File: src/rtl/fifo_pkg.sv
// Shared constants for the FIFO stream reader and its output buffer.
package fifo_pkg;

    localparam int unsigned DATA_WIDTH_DEFAULT = 16;
    localparam int unsigned PKT_LEN_DEFAULT    = 8;
    localparam int unsigned PKT_CNT_WIDTH      = 16;

    // Output buffer depth; the credit check in the top module relies on this.
    localparam int unsigned SKID_DEPTH = 2;

endpackage

File: src/rtl/stream_skid_buf.sv
// Two-entry FIFO-ordered output buffer. Entry 0 is always the head.
// The caller guarantees it never pushes into a full buffer.
module stream_skid_buf
    import fifo_pkg::*;
#(
    parameter int unsigned DATA_WIDTH = DATA_WIDTH_DEFAULT
) (
    input  logic                  i_clk,
    input  logic                  i_rst,
    input  logic                  i_push,
    input  logic [DATA_WIDTH-1:0] i_push_data,
    input  logic                  i_pop,
    output logic [1:0]            o_occ,
    output logic [DATA_WIDTH-1:0] o_head
);

    logic [DATA_WIDTH-1:0] r_ent0;
    logic [DATA_WIDTH-1:0] r_ent1;
    logic [1:0]            r_occ;

    logic [DATA_WIDTH-1:0] w_ent0_d;
    logic [DATA_WIDTH-1:0] w_ent1_d;
    logic [1:0]            w_occ_d;
    logic                  w_pop;

    assign w_pop  = i_pop && (r_occ != 2'd0);
    assign o_occ  = r_occ;
    assign o_head = r_ent0;

    // Next-state: shift on pop, append at the tail on push.
    always_comb begin
        w_ent0_d = r_ent0;
        w_ent1_d = r_ent1;
        w_occ_d  = r_occ;
        case ({i_push, w_pop})
            2'b10: begin
                if (r_occ == 2'd0) begin
                    w_ent0_d = i_push_data;
                    w_occ_d  = 2'd1;
                end else if (r_occ == 2'd1) begin
                    w_ent1_d = i_push_data;
                    w_occ_d  = 2'd2;
                end
            end
            2'b01: begin
                w_ent0_d = r_ent1;
                w_occ_d  = r_occ - 2'd1;
            end
            2'b11: begin
                // Occupancy unchanged; the new word lands behind what remains.
                if (r_occ == 2'd1) begin
                    w_ent0_d = i_push_data;
                end else begin
                    w_ent0_d = r_ent1;
                    w_ent1_d = i_push_data;
                end
            end
            default: ;
        endcase
    end

    // Buffer registers with synchronous reset.
    always_ff @(posedge i_clk) begin
        if (i_rst) begin
            r_ent0 <= '0;
            r_ent1 <= '0;
            r_occ  <= 2'd0;
        end else begin
            r_ent0 <= w_ent0_d;
            r_ent1 <= w_ent1_d;
            r_occ  <= w_occ_d;
        end
    end

endmodule

File: src/rtl/fifo_stream_reader.sv
// Drains a 1-cycle-latency sync FIFO into a valid/ready stream, marking
// packet boundaries every PKT_LEN words and counting completed packets.
module fifo_stream_reader
    import fifo_pkg::*;
#(
    parameter int unsigned DATA_WIDTH = DATA_WIDTH_DEFAULT,
    parameter int unsigned PKT_LEN    = PKT_LEN_DEFAULT
) (
    input  logic                     i_sys_clk,
    input  logic                     i_sys_rst,
    output logic                     o_fifo_rden,
    input  logic [DATA_WIDTH-1:0]    i_fifo_rdata,
    input  logic                     i_fifo_empty,
    output logic [DATA_WIDTH-1:0]    o_tdata,
    output logic                     o_tvalid,
    input  logic                     i_tready,
    output logic                     o_tlast,
    output logic [PKT_CNT_WIDTH-1:0] o_pkt_cnt
);

    localparam logic [15:0] LAST_IDX = 16'(PKT_LEN - 1);
    localparam logic [2:0]  DEPTH    = 3'(SKID_DEPTH);

    logic                     r_inflight;
    logic [15:0]              r_wcnt;
    logic [PKT_CNT_WIDTH-1:0] r_pkt_cnt;

    logic [1:0]            w_occ;
    logic [DATA_WIDTH-1:0] w_head;
    logic                  w_pop;
    logic [2:0]            w_used;

    stream_skid_buf #(
        .DATA_WIDTH (DATA_WIDTH)
    ) u_skid (
        .i_clk       (i_sys_clk),
        .i_rst       (i_sys_rst),
        .i_push      (r_inflight),
        .i_push_data (i_fifo_rdata),
        .i_pop       (w_pop),
        .o_occ       (w_occ),
        .o_head      (w_head)
    );

    // Credit check: buffered + in-flight words, less the word leaving now.
    always_comb begin
        w_pop       = o_tvalid && i_tready;
        w_used      = {1'b0, w_occ} + {2'b00, r_inflight} - {2'b00, w_pop};
        o_fifo_rden = !i_sys_rst && !i_fifo_empty && (w_used < DEPTH);
    end

    assign o_tvalid  = (w_occ != 2'd0);
    assign o_tdata   = w_head;
    assign o_tlast   = o_tvalid && (r_wcnt == LAST_IDX);
    assign o_pkt_cnt = r_pkt_cnt;

    // Read-latency tracker: the word requested last cycle arrives now.
    always_ff @(posedge i_sys_clk) begin
        if (i_sys_rst) begin
            r_inflight <= 1'b0;
        end else begin
            r_inflight <= o_fifo_rden;
        end
    end

    // Word-in-packet and completed-packet counters, advanced per transfer.
    always_ff @(posedge i_sys_clk) begin
        if (i_sys_rst) begin
            r_wcnt    <= 16'd0;
            r_pkt_cnt <= '0;
        end else if (w_pop) begin
            if (o_tlast) begin
                r_wcnt    <= 16'd0;
                r_pkt_cnt <= r_pkt_cnt + 1'b1;
            end else begin
                r_wcnt <= r_wcnt + 16'd1;
            end
        end
    end

endmodule
File: config.mk
export PLATFORM = sky130hd
export DESIGN_NAME = fifo_stream_reader
export DESIGN_NICKNAME = d
export VERILOG_FILES = /design/src/rtl/fifo_pkg.sv /design/src/rtl/stream_skid_buf.sv /design/src/rtl/fifo_stream_reader.sv
export SDC_FILE = /design/constraint.sdc
export NUM_CORES = 1
export LEC_CHECK = 0
export CORE_UTILIZATION = 53
export DETAILED_ROUTE_END_ITERATION = 10
export PLACE_DENSITY = 0.81
export SETUP_SLACK_MARGIN = 0.3
export SLEW_MARGIN = 0
export SYNTH_ARGS = -nofsm -noshare
export SYNTH_HDL_FRONTEND = slang
export SYNTH_SLANG_ARGS = --single-unit
File: constraint.sdc
create_clock -name i_sys_clk -period 3.37 [get_ports i_sys_clk]
set_clock_uncertainty 0.15 [all_clocks]
set_input_delay 0.337 -clock i_sys_clk [delete_from_list [all_inputs] [get_ports i_sys_clk]]
set_output_delay 0.337 -clock i_sys_clk [all_outputs]
set_load 0.1 [all_outputs]
[Word level (Yosys, flattened, before mapping)]
Cells that the tools add are included.
Storage, ports and cells
  output and inout bits: 35
  register bits after elaboration: 67
  input bits: 20
  logic and storage cells: 47
Operators by class
  $lt $le $gt $ge: 1
  $add $sub $neg: 5
  equal/unequal tests: 9
  reductions and logical operators: 16
  multiplexer cells: 10
Operator list (count)
  2-to-1 mux 16 bit: 5
  one-hot mux 16 bit (3 select lines): 1
  adder 16 x 1 -> 16 bit, second input constant: 2
  one-hot mux 16 bit (2 select lines): 1
  == test 16 x 3 -> 1 bit, second input constant: 1
  AND reduction 2 bit: 3
  nonzero test 2 bit: 3
  logical AND 1 bit: 5
  == test 2 x 1 -> 1 bit, second input constant: 2
  == test 2 bit, second input constant: 2
  2-to-1 mux 2 bit: 2
  != test 2 bit, second input constant: 2
  one-hot mux 2 bit (2 select lines): 1
  adder 2 x 1 -> 3 bit: 1
  < comparator 3 x 2 -> 1 bit, second input constant: 1
  != test 3 x 1 -> 1 bit, second input constant: 1
  AND reduction 3 bit: 1
  nonzero test 3 bit: 1
  subtractor 3 x 1 -> 3 bit: 1
  zero test 1 bit: 2
  zero test 2 bit: 1
  != test 2 x 1 -> 1 bit, second input constant: 1
  subtractor 2 x 1 -> 2 bit, second input constant: 1

[Depth between registers and ports, before layout]
  depth in word-level cells: 6
  depth in mapped cells: 11

[Modules after synthesis]
From an unflattened synthesis, not the netlist that was laid out.
Unflattened totals
  cells, all modules: 392
  area, all modules: 3525.9 sq um
By module, submodules not included
  stream_skid_buf: cells an instance 194, seq. area each 680.7 sq um, area each 1803.0 sq um, instances 1
  fifo_stream_reader: cells an instance 198, seq. area each 660.6 sq um, area each 1722.9 sq um, instances 1

[Worst setup path after synthesis]
OpenSTA, ideal clock, no wires.
  path type: register -> output
  start point: reg u_skid.r_occ[1] (netlist: u_skid.o_occ[1])
  end point: out o_fifo_rden
  slack: -2094 ps
  stages on the path, launching flop included: 10
  data arrival time: 4977 ps
  path buffers: 0
  required time: 2883 ps
  path through: dfxtp_1 inv_1 ha_1 nand2b_1 inv_2 ha_1 nand2b_1 fa_1 xor2_1 nor4b_1
On the way
  longest elaborated chain between the ends: 5
  elaborated cells between the ends (all ways): 6
RTL lines
  from (decl): line stream_skid_buf.sv:19  | logic [1:0] r_occ;
  from (signal assigned): line stream_skid_buf.sv:71  | r_occ <= w_occ_d;
  nonzero test 2 bit: line fifo_stream_reader.sv:52  | assign o_tvalid = (w_occ != 2'd0);
  logical AND 1 bit: line fifo_stream_reader.sv:47  | w_pop = o_tvalid && i_tready;
  net u_skid.i_pop: line stream_skid_buf.sv:12  | input logic i_pop,
  subtractor 3 x 1 -> 3 bit: line fifo_stream_reader.sv:48  | w_used = {1'b0, w_occ} + {2'b00, r_inflight} - {2'b00, w_pop};
  < comparator 3 x 2 -> 1 bit: line fifo_stream_reader.sv:49  | o_fifo_rden = !i_sys_rst && !i_fifo_empty && (w_used < DEPTH);
  logical AND 1 bit: line fifo_stream_reader.sv:49
  to (decl): line fifo_stream_reader.sv:11  | output logic o_fifo_rden,
The timed path passes the listed nets, and every way through them passes these cells.

[Worst setup path after layout]
  start point: reg u_skid.r_occ[0] (netlist: u_skid.o_occ[0])
  end point: out o_fifo_rden
Same word-level chain as after synthesis.

==> out/results.txt <==
status: complete, no violations
Critical path origin: u_skid.o_occ[0]$_SDFFE_PP0P_
mapped cell area: 0.00319 mm^2
hold_ws: 333 ps
dpl cells: 459
Avg Cell Area, Syn: 9.16 um^2
Final HPWL DP: 5040 um
die width: 79.5 um
worst hold stages: 2
Worst Path Max Fanout: 3
Ports: 55
gp weighted congestion: 0.841
most frequent cells after synthesis: 67 x dfxtp_1, 51 x nor2_1, 19 x a21oi_1
clock latency on the worst-skew pair: 350 ps
EDFF count, synth: 0
Chip Height: 79.5 um
Top Layer Used: met4
maximum clock insertion buffer count: 2
initial cell density of the core: 56.5%
hold_sp: r_wcnt[1]$_SDFFE_PP0P_
Core ar.: 0.00564 mm^2
Slew HR: 33.5%
Vias/cell: 5.76
IR Drop Worst-Case VDD: 0.530 mV
Critical Path RT: 2880 ps
RSZ-0062 raised after global routing: true
Nets: 433
fin crit period: 3060 ps
WL met2: 3650 um
Wirelength per Cell: 15.6 um
warnings from Yosys: 0
Sequential Area: 0.00135 mm^2
global-route wire length before repair: 12,400 um
met1 wire length: 3290 um
initial antenna violation count: 0
largest area contributor in the synthesized netlist: dfxtp_1
Async S/R FF share, synth: 0%
leakage: 1.44 nW
FF-to-FF path depth: 8
register area share after synthesis: 42.1%
DRT antenna net count: 0
fin. max-slew vios: 0
startpoint types: register
Layout Utilization: 73.0%
CTS Root Cell: clkbuf_8
fillers: 414
Max Cap Viol: 0
syn_nets: 377
Pre-Repair DR Iteration Count: 5
CTS tree: done
setup TNS: 0 ps
Worst Setup End Kind: output pin
Reg clk slew, reported paths: 70 ps
top cell type's share of synthesized area: 42.1%
Yosys cell types: 47
row count: 27
fin crit share: 90.7%
drt drc: 0
largest net degree at the start of global routing: 34
area of the multi-input gates: 0.00179 mm^2
CTS Sinks: 67
ys flop type: dfxtp_1
Tightest Hold Check Type: reg2reg
hold buffers post-CTS: 0
area growth from synthesis to layout: 29.2%
Die ar.: 0.00633 mm^2
final WL: 7480 um
worst-margin pin slew: 995 ps
diode count: 0
synthesized instance count: 348
count leader, synth: dfxtp_1
non-filler cells, final: 481
critical path arrival: 2570 ps
final hold violation count: 0
grt ovf: 0
First DRT Iteration DRCs: 175
met3 routed WL: 425 um
vias in the first global route: 2,570
DR vias: 2,769
ranking of synthesized cells by area: dfxtp_1 42%, nor2_1 6.0%, mux2i_1 5.7%, a211oi_1 3.8%, a22oi_1 3.8%
layout cells sized above 1: 13.4%
I/O Buffers: 54
CTS Buf Count: 9
Max Clk Rate: 327 MHz
critical path class: reg2out
Power Dens Cells: 748 mW/mm^2
flops & latches, synth: 67
R2R Path Start: u_skid.o_occ[0]$_SDFFE_PP0P_
Setup-failing EPs final: 0
H-tree Lvls: 3
global-route usage over all layers: 25.6%
reg-to-reg slack, setup: 670 ps
==> routing by layer <==
| metal | track usage [%] | up-vias |
|---|---|---|
| met5 | 0 | - |
| met4 | 11.3 | 0 |
| met3 | 6.40 | 11 |
| met2 | 40.5 | 75 |
| met1 | 32.8 | 1295 |
| li1 | - | 1388 |
==> power by group <==
group / switching [mW] / internal (mW) / leakage (nW)
combinational: 0.912 / 0.449 / 0.778
sequential: 0.0672 / 0.892 / 0.545
clock: 0.323 / 0.437 / 0.113
==> metrics by stage <==
| stage | power (mW) | cell area (um^2) | worst slack [ps] |
|---|---|---|---|
| after floorplan | 1.98 | 3260 | 94.5 |
| after global placement | 2.25 | 3830 | 338 |
| after detailed placement | 2.28 | 3830 | 251 |
| after CTS | 3.06 | 4090 | 323 |
| after global routing | 3.23 | 4120 | 259 |
| final | 3.08 | 4120 | 313 |
==> path summary, 6_finish.rpt <==
path                                                   end
worst min-delay path                r_wcnt[1]$_SDFFE_PP0P_
worst max-delay path                           o_fifo_rden
worst max register to register  o_pkt_cnt[15]$_SDFFE_PP0P_
worst min register to register      r_wcnt[1]$_SDFFE_PP0P_
==> sequential cells by signal, indices dropped and copies added (netlist names) <==
name and count:
u_skid.o_head 16, r_inflight 1, r_wcnt 16, u_skid.r_ent1 16
o_pkt_cnt 16, u_skid.o_occ 2
==> timing repair <==
| item | CTS | global route |
|---|---|---|
| pin swaps | 3 | 4 |
| hold endpoints to repair | 0 | 0 |
| resized for setup | 1 | 3 |
| setup endpoints to repair | 1 | 1 |
| buffers inserted | 4 | 2 |
==> placed cells by master (no fill, tap or decap), types with 2 or more instances in the layout <==
| cell | n |
|---|---|
| dfxtp_1 | 65 |
| nor2_1 | 51 |
| clkdlybuf4s50_1 | 49 |
| a21oi_1 | 19 |
| mux2i_1 | 18 |
| a22oi_1 | 16 |
| a211oi_1 | 16 |
| buf_4 | 14 |
| nand2_1 | 13 |
| nand3_1 | 12 |
| o31ai_1 | 12 |
| or4_1 | 12 |
| clkbuf_8 | 10 |
| xnor2_1 | 8 |
| nand4_1 | 8 |
| inv_1 | 7 |
| o21ai_0 | 6 |
| ha_1 | 6 |
| or3_1 | 5 |
| xor2_1 | 5 |
| nor3_1 | 4 |
| nand2b_1 | 4 |
| inv_4 | 3 |
| nor4b_4 | 3 |
| and4b_1 | 3 |
| nor4_1 | 3 |
| nand2b_4 | 2 |
| clkinv_4 | 2 |
| and4_1 | 2 |
| nand3b_1 | 2 |
| ha_4 | 2 |
| bufinv_16 | 2 |
==> logic make-up (layout without fill, tap and decap cells) <==
| group | count (synthesis) | count (layout) | share of synthesized area, % |
|---|---|---|---|
| AO/OA/AOI/OAI | 75 | 75 | 15.8 |
| XOR/XNOR | 14 | 14 | 3.85 |
| adder cells (fa/ha/maj) | 9 | 9 | 3.77 |
| buffers and inverters | 30 | 91 | 4.32 |
| flip-flops | 67 | 67 | 42.1 |
| multiplexers | 19 | 19 | 6.01 |
| AND/OR/NAND/NOR | 134 | 134 | 24.1 |
==> area by class of cell <==
cell class                 count  share of cell area, %
clock inverter                 6                   2.13
sequential                    67                   32.7
multi-input combinational    251                   43.4
inverter                      10                   1.15
timing repair buffer          65                   15.1
tap                           72                   2.19
clock buffer                  10                   3.34
==> worst max-delay path, cell delays in order, from the launching register on <==
cell	delay [ps]
dfxtp_2	370
inv_4	60
ha_4	160
nand2b_4	150
clkinv_4	60
ha_4	180
nand2b_4	130
fa_2	400
xor2_4	180
nor4b_4	330
buf_12	220
(Power assumes the default switching activity.)
